$ cat config.mk
export PLATFORM = sky130hd
export DESIGN_NAME = overlap_sched_117bit
export DESIGN_NICKNAME = d
export VERILOG_FILES = /design/src/rtl/overlap_sched_117bit.sv
export SDC_FILE = /design/constraint.sdc
export NUM_CORES = 1
export LEC_CHECK = 0
export BUFFER_PORTS_ARGS = -buffer_cell sky130_fd_sc_hd__buf_2
export CORE_MARGIN = 1.5
export CORE_UTILIZATION = 50
export CTS_CLUSTER_SIZE = 8
export DETAILED_ROUTE_END_ITERATION = 10
export PLACE_DENSITY = 0.78
export SLEW_MARGIN = 40
export SYNTH_ARGS = -nofsm -noshare
export SYNTH_HDL_FRONTEND = slang
export SYNTH_SLANG_ARGS = --single-unit
export TNS_END_PERCENT = 1
$ cat constraint.sdc
create_clock -name clk -period 7.65 [get_ports clk]
set_clock_uncertainty 0.15 [all_clocks]
set_input_delay 1.53 -clock clk [delete_from_list [all_inputs] [get_ports clk]]
set_output_delay 1.53 -clock clk [all_outputs]
set_load 0.005 [all_outputs]
$ cat src/rtl/overlap_sched_117bit.sv
// overlap_sched_117bit: collects four 117-bit GF(2) partial products and
// interleaves them into one 235-bit overlap-combined product.
`default_nettype none

module overlap_sched_117bit #(
  parameter int N = 118
) (
  input  logic           clk,
  input  logic           rst,
  input  logic           i_pp_valid,
  output logic           o_pp_ready,
  input  logic [N-2:0]   i_pp_data,
  input  logic           i_pp_last,
  input  logic           i_abort,
  output logic           o_out_valid,
  input  logic           i_out_ready,
  output logic [2*N-2:0] o_out_data,
  output logic [1:0]     o_beat_cnt,
  output logic           o_proto_err
);

  localparam int c_PW = N - 1;
  localparam int c_RW = 2 * N - 1;

  typedef enum logic [0:0] {
    S_COLLECT = 1'b0,
    S_DONE    = 1'b1
  } state_t;

  state_t            r_state;
  state_t            w_state_nxt;
  logic [c_PW-1:0]   r_slot1;
  logic [c_PW-1:0]   r_slot2;
  logic [c_PW-1:0]   r_slot3;
  logic [1:0]        r_beat_cnt;
  logic [c_RW-1:0]   r_out_data;
  logic              r_proto_err;
  logic [c_RW-1:0]   w_comb;
  logic              w_pp_hs;
  logic              w_last_beat;

  assign w_pp_hs     = i_pp_valid && o_pp_ready;
  assign w_last_beat = (r_beat_cnt == 2'd3);

  // Even lanes carry slot1 and slot4 shifted up by one lane; odd lanes slot2^slot3.
  always_comb begin
    w_comb = '0;
    for (int k = 0; k < c_PW; k++) begin
      w_comb[2*k]   = w_comb[2*k] ^ r_slot1[k];
      w_comb[2*k+1] = r_slot2[k] ^ r_slot3[k];
      w_comb[2*k+2] = w_comb[2*k+2] ^ i_pp_data[k];
    end
  end

  always_ff @(posedge clk or posedge rst) begin
    if (rst) begin
      r_state <= S_COLLECT;
    end else begin
      r_state <= w_state_nxt;
    end
  end

  always_comb begin
    w_state_nxt = r_state;
    o_pp_ready  = 1'b0;
    o_out_valid = 1'b0;
    case (r_state)
      S_COLLECT: begin
        o_pp_ready = 1'b1;
        if (i_pp_valid && w_last_beat) begin
          w_state_nxt = S_DONE;
        end
      end
      S_DONE: begin
        o_out_valid = 1'b1;
        if (i_out_ready) begin
          w_state_nxt = S_COLLECT;
        end
      end
      default: w_state_nxt = S_COLLECT;
    endcase
    if (i_abort) begin
      w_state_nxt = S_COLLECT;
    end
  end

  always_ff @(posedge clk or posedge rst) begin
    if (rst) begin
      r_beat_cnt  <= 2'd0;
      r_out_data  <= '0;
      r_proto_err <= 1'b0;
    end else begin
      // pp_last must be set exactly on the fourth beat; a mismatch is sticky.
      if (w_pp_hs && (i_pp_last != w_last_beat)) begin
        r_proto_err <= 1'b1;
      end
      if (i_abort) begin
        r_beat_cnt <= 2'd0;
      end else if (w_pp_hs) begin
        if (w_last_beat) begin
          r_beat_cnt <= 2'd0;
          r_out_data <= w_comb;
        end else begin
          r_beat_cnt <= r_beat_cnt + 2'd1;
        end
      end
    end
  end

  // Slots are always written before they are read, so they carry no reset.
  always_ff @(posedge clk) begin
    if (w_pp_hs && !i_abort) begin
      case (r_beat_cnt)
        2'd0:    r_slot1 <= i_pp_data;
        2'd1:    r_slot2 <= i_pp_data;
        2'd2:    r_slot3 <= i_pp_data;
        default: ;
      endcase
    end
  end

  assign o_out_data  = r_out_data;
  assign o_beat_cnt  = r_beat_cnt;
  assign o_proto_err = r_proto_err;

endmodule

`default_nettype wire

==> impl_summary.txt <==
----------------------------------------------------
[Cells and area]
  Fraction of layout cells with a size suffix above 1 ... 0.258
  Final non-filler cell total ... 2387
  Net count, final ... 1905
  Signed area change from the synthesized netlist to the final layout ... 23.4%

[Synthesis]
  Mean Syn Cell Area ... 15.4 um^2
  Netlist area before placement ... 0.0211 mm^2
  Number of warnings printed during yosys synthesis ... 0
  Net count after synthesis ... 1493
  Share of the yosys chip area belonging to registers ... 0.784
  Flops & latches, synth ... 590
  Number of distinct library cell variants in the gate-level netlist after synthesis ... 17
  Mapped Cells ... 1366

[Route]
  Number of DRC violations after detailed routing ... 0
  Count of nets left with antenna violations after detail routing ... 0
  Ratio of routed vias to standard cells ... 5.04
  Total wire length ... 43900 um
  Iter 0 DRT Violations ... 711
  Vias after detailed routing ... 12025
  Routed WL per cell ... 18.4 um
  1st-pass router iterations ... 5

[Power and ir drop]
  Lkg Pwr ... 0.0106 uW
  Power per Cell Area ... 329 mW/mm^2
  Peak ir drop on the vdd network ... 195 uV

[CTS]
  Number of levels the H-tree was split into ... 3
  Number of sinks on the clock net ... 590
  Clock transition at the registers of the reported paths ... 0.05 ns
  Worst-Skew Late Latency ... 0.59 ns
  TritonCTS buffer count ... 83
  Clock buffer depth ... 3
  Gates resized, CTS repair ... 0
  Clock tree from TritonCTS ... yes
  Buffer type at the clock tree root ... sky130_fd_sc_hd__clkbuf_16
  Hold buffer count at cts ... 0
  Post-CTS repair timing setup buffer count ... 0

[Floorplan]
  Height of the chip ... 208 um
  Die W ... 208 um
  Effective utilization at floorplan ... 0.504
  Die Outline Area ... 0.0434 mm^2
  Number of rows in the core area ... 75
  Number of top-level pins ... 363
  Area of the core ... 0.0418 mm^2

[Global routing]
  Maximum number of pins on one net before global-route repair ... 214
  Number of global-route vias before repair ... 12497
  Global Route Usage Sum ... 0.205
  Initial antenna violation count ... 2
  First-pass GRT wire length ... 68900 um
  Overflow after GRT ... 0

[Timing]
  Hold Vio Cnt, Final ... 0
  Slew at the pin closest to its max-slew limit ... 0.782 ns
  Crit share post-route ... 0.441
  Final max-slew violation count ... 0
  Worst rel slew slack ... 0.479
  Fmax ... 297 MHz
  Sum of negative setup slack ... 0 ns
  Total setup violations reported at the end of the flow ... 0
  Time the final worst path needs with I/O delays and setup ... 3.37 ns
  Setup repair after global routing missed its margin ... no

[Worst setup path]
  Startpoint of the worst register-to-register path ... r_state
  Endpoint of the worst register-to-register path ... r_slot3[6]
  Worst Setup Start Kind ... primary input
  Setup slack on the worst flop-to-flop path ... 4.90 ns
  Required time of the critical path ... 7.71 ns
  CP Data Arrival Time ... 3.43 ns
  CP Max Fanout ... 49
  Number of cells on the worst reg-to-reg path ... 4
  Critical path class ... in2reg
  Endpoint class of the critical path ... flop

[Outcome]
  Result of the run ... finished, final reports clean

[Min path]
  End point of the most critical hold path ... o_proto_err
  Startpoint of the most critical hold path ... o_proto_err
  Hold/Removal Path Class ... reg2reg
  Hold Path Depth ... 1

[Placed design]
  RD Place Congestion ... 0.780
  Placed insts ... 2231
  Port-buffer cells ... 362
  DP HPWL ... 27000 um

[Flow run]
  Max capacitance violation total ... 0

----------------------------------------------------
cells by family (layout without fill, tap and decap cells):
family                     Yosys count  count (layout)  synth area share
adders and majority gates            4               4           0.00238
DFF                                590             590             0.784
other                                0               1                 0
AOI/OAI and AO/OA                  235             235            0.0561
buffers and inverters               56             537            0.0137
muxes                                4               4           0.00202
and+or+nand+nor                    243             243            0.0443
xor gates and xnor gates           234             234            0.0973
worst max-delay path: stages:
cell and delay [ns]:
sky130_fd_sc_hd__buf_2 0.09, sky130_fd_sc_hd__nor2b_1 0.31, sky130_fd_sc_hd__nor2b_1 0.27, sky130_fd_sc_hd__and2_4 0.51
sky130_fd_sc_hd__buf_4 0.66
area by class of cell:
cell class,instances,area (um^2)
antenna,1,2.50
clock buffer,150,2390
clock inverter,4,53.8
fill,3063,15800
inverter,4,18.8
multi-input combinational,720,4270
sequential,590,16500
tap,539,674
timing repair buffer,379,2070
routing by layer:
metal,vias to the layer above,global-route usage,wire (um),share of wire
met5,-,0,13,0.00030
met4,2,0.0916,1350,0.031
met3,85,0.0533,2940,0.067
met2,381,0.336,21700,0.50
met1,5965,0.259,17800,0.41
li1,5592,-,-,-
sequential cells by signal, summed over array words and instances, names as in the netlist:
name	count
r_state	1
r_slot1	117
r_slot2	117
o_proto_err	1
o_out_data	235
o_beat_cnt	2
r_slot3	117
cells in the final DEF, fill, tap and decap left out, drive strengths merged:
cell / count
and2: 3
diode: 1
and4bb: 1
clkinv: 1
clkbuf: 150
xnor2: 233
a21oi: 233
nor2: 237
inv: 6
dfrtp: 239
mux2i: 2
mux2: 2
edfxtp: 351
xor2: 1
nor2b: 2
a21o: 2
clkinvlp: 1
ha: 4
buf: 379
power by group:
group / internal (uW) / switching, uW
clock: 2100 / 1280
combinational: 514 / 587
sequential: 3840 / 240
total: 6450 / 2110
metrics by stage:
stage	setup WS [ns]	hold WS, ns	util	total power, uW	instance area [um^2]
2_1_floorplan	2.29	0.301	-	4580	21100
3_3_place_gp	3.24	0.293	0.560	5160	23400
3_5_place_dp	3.60	0.293	0.563	5240	23500
4_1_cts	4.24	0.305	0.622	8670	26000
5_1_grt	4.08	0.324	0.623	8950	26000
6_report	4.28	0.307	0.623	8560	26000
cells in the mapped netlist:
cell type                    n  area, um^2
sky130_fd_sc_hd__inv_1       4        15.0
sky130_fd_sc_hd__nor2_1    237         890
sky130_fd_sc_hd__nor2b_1     2        12.5
sky130_fd_sc_hd__xor2_1      1        8.76
sky130_fd_sc_hd__mux2i_1     2        20.0
sky130_fd_sc_hd__a21o_1      2        15.0
sky130_fd_sc_hd__and4bb_2    1        12.5
sky130_fd_sc_hd__and2_1      3        18.8
sky130_fd_sc_hd__mux2_2      2        22.5
sky130_fd_sc_hd__buf_6       3        33.8
sky130_fd_sc_hd__buf_2      45         225
sky130_fd_sc_hd__edfxtp_1  351       10500
sky130_fd_sc_hd__a21oi_1   233        1170
sky130_fd_sc_hd__xnor2_1   233        2040
sky130_fd_sc_hd__dfrtp_1   239        5980
sky130_fd_sc_hd__ha_1        4        50.1
sky130_fd_sc_hd__clkbuf_1    4        15.0
worst max-delay path by stage:
| stage | start | to | slack [ns] | depth (start not counted) |
|---|---|---|---|---|
| after global routing | i_pp_valid | r_slot3[59] | 4.08 | 5 |
| after detailed placement | i_pp_valid | r_slot3[83] | 3.60 | 5 |
| after floorplan | i_pp_valid | r_slot1[0] | 2.29 | 3 |
| after CTS | i_pp_valid | r_slot3[6] | 4.24 | 5 |
| final | i_pp_valid | r_slot3[6] | 4.28 | 5 |
| after global placement | i_pp_valid | r_slot1[110] | 3.24 | 5 |
No activity file was read; power rests on OpenSTA's default activity.
